**config.mk**
```make
export PLATFORM = sky130hd
export DESIGN_NAME = dom_and_seq
export DESIGN_NICKNAME = d
export VERILOG_FILES = /design/src/rtl/dom_seq_pkg.sv /design/src/rtl/dom_and_core.sv /design/src/rtl/dom_and_seq.sv
export SDC_FILE = /design/constraint.sdc
export NUM_CORES = 1
export LEC_CHECK = 0
export CAP_MARGIN = 20
export CELL_PAD_IN_SITES_DETAIL_PLACEMENT = 1
export CELL_PAD_IN_SITES_GLOBAL_PLACEMENT = 2
export CORE_UTILIZATION = 32
export DETAILED_ROUTE_END_ITERATION = 16
export MAX_ROUTING_LAYER = met4
export PLACE_DENSITY_LB_ADDON = 0.1
export SYNTH_ARGS = -nofsm -noshare
export SYNTH_HDL_FRONTEND = slang
export SYNTH_HIERARCHICAL = 1
export SYNTH_SLANG_ARGS = --single-unit
```
**constraint.sdc**
```tcl
create_clock -name clk -period 1.8 [get_ports clk]
set_input_delay 0.27 -clock clk [delete_from_list [all_inputs] [get_ports clk]]
set_output_delay 0.27 -clock clk [all_outputs]
set_load 0.01 [all_outputs]
```
**src/rtl/dom_seq_pkg.sv**
```systemverilog
// Shared types and index helpers for the DOM AND sequencer and gadget.
package dom_seq_pkg;

   typedef enum logic [2:0] {
      IDLE,
      WAIT_RND,
      FEED,
      COLLECT,
      DONE,
      CLEAR
   } state_e;

   localparam int NSHARES_DEF = 6;

   function automatic int rnd_w(input int n);
      return n * (n - 1) / 2;
   endfunction

   // Pair (i>j) to bit position in the order z10,z20,z21,z30,...
   function automatic int rnd_idx(input int i, input int j);
      return i * (i - 1) / 2 + j;
   endfunction

endpackage

```
**src/rtl/dom_and_core.sv**
```systemverilog
// Registered DOM AND gadget: z-refreshed cross terms held in a register stage.
module dom_and_core
   import dom_seq_pkg::*;
#(
   parameter int NSHARES = NSHARES_DEF,
   parameter int RND_W   = rnd_w(NSHARES)
) (
   input  logic               clk,
   input  logic               rst,
   input  logic               load_en,
   input  logic               clr,
   input  logic [NSHARES-1:0] a,
   input  logic [NSHARES-1:0] b,
   input  logic [RND_W-1:0]   z,
   output logic [NSHARES-1:0] c
);

   // lo_* holds a_i&b_j^z_ij (owned by share i), hi_* holds a_j&b_i^z_ij (share j)
   logic [RND_W-1:0] lo_d, lo_q;
   logic [RND_W-1:0] hi_d, hi_q;

   always_comb begin
      lo_d = '0;
      hi_d = '0;
      for (int i = 1; i < NSHARES; i++) begin
         for (int j = 0; j < i; j++) begin
            lo_d[rnd_idx(i, j)] = (a[i] & b[j]) ^ z[rnd_idx(i, j)];
            hi_d[rnd_idx(i, j)] = (a[j] & b[i]) ^ z[rnd_idx(i, j)];
         end
      end
   end

   always_ff @(posedge clk or posedge rst) begin
      if (rst) begin
         lo_q <= '0;
         hi_q <= '0;
      end else if (clr) begin
         lo_q <= '0;
         hi_q <= '0;
      end else if (load_en) begin
         lo_q <= lo_d;
         hi_q <= hi_d;
      end
   end

   always_comb begin
      c = a & b;
      for (int i = 1; i < NSHARES; i++) begin
         for (int j = 0; j < i; j++) begin
            c[i] = c[i] ^ lo_q[rnd_idx(i, j)];
            c[j] = c[j] ^ hi_q[rnd_idx(i, j)];
         end
      end
   end

endmodule

```
**src/rtl/dom_and_seq.sv**
```systemverilog
// Single-op sequencer around dom_and_core; optional DOM_PRECHARGE_EN zeroes
// operand and cross-term registers in a CLEAR state between operations.
module dom_and_seq
   import dom_seq_pkg::*;
#(
   parameter int NSHARES = NSHARES_DEF,
   parameter int RND_W   = rnd_w(NSHARES),
   parameter int CNT_W   = 16
) (
   input  logic               clk,
   input  logic               rst,
   input  logic               in_valid,
   output logic               in_ready,
   input  logic [NSHARES-1:0] a_sh,
   input  logic [NSHARES-1:0] b_sh,
   input  logic               rnd_valid,
   output logic               rnd_ready,
   input  logic [RND_W-1:0]   rnd_data,
   output logic               out_valid,
   input  logic               out_ready,
   output logic [NSHARES-1:0] c_sh,
   output logic [CNT_W-1:0]   ops_done
);

   state_e             state_q, state_d;
   logic [NSHARES-1:0] a_q, a_d;
   logic [NSHARES-1:0] b_q, b_d;
   logic [RND_W-1:0]   rnd_q, rnd_d;
   logic [NSHARES-1:0] c_q, c_d;
   logic [CNT_W-1:0]   cnt_q, cnt_d;
   logic [NSHARES-1:0] core_c;
   logic               core_load;
   logic               core_clr;

   always_comb begin
      state_d   = state_q;
      a_d       = a_q;
      b_d       = b_q;
      rnd_d     = rnd_q;
      c_d       = c_q;
      cnt_d     = cnt_q;
      core_load = 1'b0;
      core_clr  = 1'b0;
      unique case (state_q)
         IDLE: begin
            if (in_valid) begin
               a_d     = a_sh;
               b_d     = b_sh;
               state_d = WAIT_RND;
            end
         end
         WAIT_RND: begin
            if (rnd_valid) begin
               rnd_d   = rnd_data;
               state_d = FEED;
            end
         end
         FEED: begin
            core_load = 1'b1;
            rnd_d     = '0;
            state_d   = COLLECT;
         end
         COLLECT: begin
            c_d     = core_c;
            state_d = DONE;
         end
         DONE: begin
            if (out_ready) begin
               cnt_d = cnt_q + CNT_W'(1);
`ifdef DOM_PRECHARGE_EN
               // zero on entry so CLEAR sits between two ops with all-zero regs
               a_d      = '0;
               b_d      = '0;
               core_clr = 1'b1;
               state_d  = CLEAR;
`else
               state_d  = IDLE;
`endif
            end
         end
         CLEAR: begin
            state_d = IDLE;
         end
         default: begin
            state_d = IDLE;
         end
      endcase
   end

   always_ff @(posedge clk or posedge rst) begin
      if (rst) begin
         state_q <= IDLE;
         a_q     <= '0;
         b_q     <= '0;
         rnd_q   <= '0;
         c_q     <= '0;
         cnt_q   <= '0;
      end else begin
         state_q <= state_d;
         a_q     <= a_d;
         b_q     <= b_d;
         rnd_q   <= rnd_d;
         c_q     <= c_d;
         cnt_q   <= cnt_d;
      end
   end

   dom_and_core #(
      .NSHARES (NSHARES),
      .RND_W   (RND_W)
   ) u_core (
      .clk     (clk),
      .rst     (rst),
      .load_en (core_load),
      .clr     (core_clr),
      .a       (a_q),
      .b       (b_q),
      .z       (rnd_q),
      .c       (core_c)
   );

   assign in_ready  = (state_q == IDLE);
   assign rnd_ready = (state_q == WAIT_RND);
   assign out_valid = (state_q == DONE);
   assign c_sh      = c_q;
   assign ops_done  = cnt_q;

endmodule

```
==> impl_results.rst <==
.. list-table::
   :header-rows: 1

   * - Metric
     - Value
   * - Number of placement rows
     - 40
   * - Critical path data required time
     - 1530 ps
   * - Total negative setup slack
     - 0 ps
   * - Cells after synthesis
     - 368
   * - Result of the run
     - completed
   * - Overall die area
     - 12700 sq um
   * - Overall via count from detail_route
     - about 2800
   * - Number of detailed-routing iterations run before antenna repair
     - 4
   * - Worst min-delay path category
     - in -> async
   * - Initial antenna violation count
     - 0
   * - Internal power
     - 5.27 mW
   * - Number of storage elements in the synthesis netlist
     - 82
   * - Ratio of final minimum period to clock period
     - between 90% and 100%
   * - Routed wire per std cell
     - 16.7 microns
   * - Inserted Clock Buffers
     - 9
   * - Crit path time final
     - approximately 1800 ps
   * - Proportion of power drawn by combinational gates
     - 40.6%
   * - Violation count after the first detailed-route iteration
     - 70
   * - Detail Route Antenna Nets
     - 0
   * - Number of enable flip-flop cells after synthesis
     - 0
   * - Number of design rule violations left after detail routing
     - 0
   * - Layout cell share with drive strength beyond 1
     - 11.8%
   * - GRT Residual Overflow
     - 0
   * - Most common flop cell mapped by yosys
     - sky130_fd_sc_hd__dfrtp_1
   * - Area of the core region
     - about 12000 sq um
   * - Clock Sinks
     - between 80 and 90
   * - Post-layout utilization of the core
     - around 42%
   * - Multi-input combinational cell area
     - between 1500 and 2000 sq um
   * - Clock root buffer master
     - sky130_fd_sc_hd__clkbuf_16
   * - Max-cap viol count
     - 0
   * - Static leakage
     - 2.20 nW
   * - Setup violation total in the final timing report
     - 0
   * - Critical-path maximum fanout
     - 5
   * - Cell area power density
     - roughly 1700 nW/um^2
   * - Largest net degree at the start of global routing
     - 68
   * - Total routed wirelength
     - just under 10000 microns
   * - Switching Share
     - between 30% and 40%
   * - Chip Width
     - 113 microns
   * - Netlist area before placement
     - 3920 sq um
   * - CTS tree
     - done
   * - Slew Viols, Final
     - 0
   * - Dpl hpwl
     - roughly 7100 microns
   * - Vias in the first global route
     - 2927
   * - FMAX
     - 571 MHz
   * - Wire length of the first global-routing pass
     - about 16000 microns
   * - Clk network pwr share
     - between 20% and 30%
   * - Maximum number of buffers from clock root to sink
     - 2
   * - Area growth, synth to finish
     - 28.4%
   * - Worst-skew pair later-pin latency
     - roughly 340 ps
   * - Yosys warns
     - 6
   * - Overall die height
     - approximately 110 microns
   * - Quantity of I/O buffers inserted on ports
     - 56
   * - Critical Path Source Type
     - flop
   * - Portion of the post-synthesis area used by sequential elements
     - between 50% and 60%
   * - Count of fill cells added during filler insertion
     - roughly 1300
   * - CTS H-tree lvls
     - 3
   * - Share of async-settable or async-resettable flops after synthesis
     - 100%
   * - Number of placed I/O pins
     - 57
   * - Critical path endpoint category
     - output pin
   * - Classification of the worst setup path
     - reg -> out
   * - Post-CTS clock slew at the launch and capture registers of the worst setup and hold paths
     - 60 ps
   * - Switching pwr
     - 3.09 mW
   * - Placer's final routability congestion estimate
     - roughly 0.7
   * - Fin. Hold Viols
     - 0
   * - Initial Utilization
     - between 30% and 40%
   * - GRT Total Usage
     - 17.9%
   * - Number of distinct library cells after synthesis
     - 30
   * - Number of vias per cell after detailed routing
     - approximately 4.7
   * - Synthesized area per cell
     - roughly 11 sq um
   * - Number of nets in the layout
     - 467
   * - Worst-case clock skew
     - 6.11 ps
   * - Sequential share of power
     - between 30% and 40%
   * - Worst Path Arrival
     - between 1000 and 1500 ps
   * - Unrepaired setup endpoints after global routing
     - no
   * - Count of antenna diodes in the layout
     - 0
   * - Worst vdd rail ir drop
     - 518 uV
   * - Combined flip-flop and latch cell area
     - 2050 sq um
-- layout by cell type, fill, tap and decap left out, drive strengths merged, types with 8 or more instances in the layout --
master,count
dfrtp,82
nand2,62
a22o,8
a21oi,8
nor2,34
mux2,18
a211oi,30
xor2,44
buf,14
xnor2,31
clkdlybuf4s50,53
clkbuf,14
-- metrics by stage --
stage	hold slack, ps	instances	setup slack (ps)	cell area, sq um	power (mW)
finish	271	586	49.4	5030	8.37
global route	321	586	8.79	5030	9.02
floorplan	361	370	39.8	3920	5.51
detailed placement	492	570	22.5	4750	6.75
global placement	483	570	73.1	4750	6.70
CTS	288	586	24.7	5030	8.54
-- power groups by stage --
stage	registers, mW	clock network (mW)	logic (mW)
after CTS	3.23	1.83	3.48
final	3.19	1.78	3.39
after detailed placement	3.26	0	3.49
after floorplan	3.04	0	2.47
after global routing	3.31	1.92	3.79
after global placement	3.25	0	3.46
-- cell type report --
type	count	area share (%)
inverter	6	0.448
tap	147	3.66
multi-input combinational	265	35.3
clock buffer	14	5.45
clock inverter	2	0.199
sequential	82	40.8
timing repair buffer	70	14.2
-- worst paths after layout --
path | from | endpoint | slack, ps | cells after the start
min in group clk | rnd_data[0] | rnd_q[0] | 470 | 3
max in group asynchronous | rst | ops_done[15] | 1070 | 3
max | state_q[1] | out_valid | 50 | 3
min reg2reg | ops_done[15] | ops_done[15] | 500 | 1
max reg2reg | state_q[0] | u_core/lo_q[14] | 200 | 5
min | rst | c_sh[2] | 270 | 2
-- kinds of logic (layout without fill, tap and decap cells) --
| logic type | after synthesis | after routing | share of synthesized area [%] |
|---|---|---|---|
| simple gates | 119 | 119 | 13.5 |
| flops | 82 | 82 | 52.4 |
| xor+xnor | 75 | 75 | 16.8 |
| compound gates | 49 | 49 | 9.07 |
| buf+inv | 23 | 92 | 2.65 |
| mux | 18 | 18 | 5.18 |
| fa+ha+maj | 1 | 1 | 0.319 |
| other cells | 1 | 3 | 0.0958 |
-- critical path, stage by stage, from the launching register on --
cell and delay, ps:
sky130_fd_sc_hd__dfrtp_1 380, sky130_fd_sc_hd__or3b_4 440, sky130_fd_sc_hd__inv_1 70, sky130_fd_sc_hd__dlygate4sd2_1 260
-- metal layers --
metal,global-route usage [%],vias to the layer above,share of wire [%]
li1,-,1374,-
met1,22.5,1335,47
met2,28.0,45,48
met3,3.94,11,3.5
met4,7.47,0,1.7
met5,-,-,0
-- state kept, by name, summed over array words and instances, names as in the netlist --
register	cells
ops_done	16
rnd_q	15
u_core/hi_q	15
u_core/lo_q	15
a_q	6
b_q	6
c_sh	6
state_q	3
-- timing repair --
item                                    in CTS  in global routing
endpoints found under the setup margin       3                  0
gates resized for setup                      3                  0
hold buffers                                 0                  0
hold endpoints to repair                     0                  0
buffers inserted                             0                  0
-- synth_stat cells, types with 2 or more instances --
library cell | instances | area, sq um
sky130_fd_sc_hd__a21oi_1 | 8 | 40.0
sky130_fd_sc_hd__dfrtp_1 | 82 | 2050
sky130_fd_sc_hd__xor2_1 | 44 | 385
sky130_fd_sc_hd__xnor2_1 | 31 | 272
sky130_fd_sc_hd__buf_2 | 11 | 55.1
sky130_fd_sc_hd__nand4_1 | 6 | 37.5
sky130_fd_sc_hd__mux2_2 | 18 | 203
sky130_fd_sc_hd__nand2_1 | 62 | 233
sky130_fd_sc_hd__nand3_1 | 4 | 20.0
sky130_fd_sc_hd__a22o_1 | 8 | 70.1
sky130_fd_sc_hd__clkbuf_1 | 5 | 18.8
sky130_fd_sc_hd__nand3b_1 | 2 | 15.0
sky130_fd_sc_hd__nor2_1 | 34 | 128
sky130_fd_sc_hd__a211oi_1 | 30 | 225
sky130_fd_sc_hd__inv_1 | 6 | 22.5
sky130_fd_sc_hd__and2_1 | 2 | 12.5
sky130_fd_sc_hd__nor3_1 | 2 | 10.0
(Power assumes the default switching activity.)
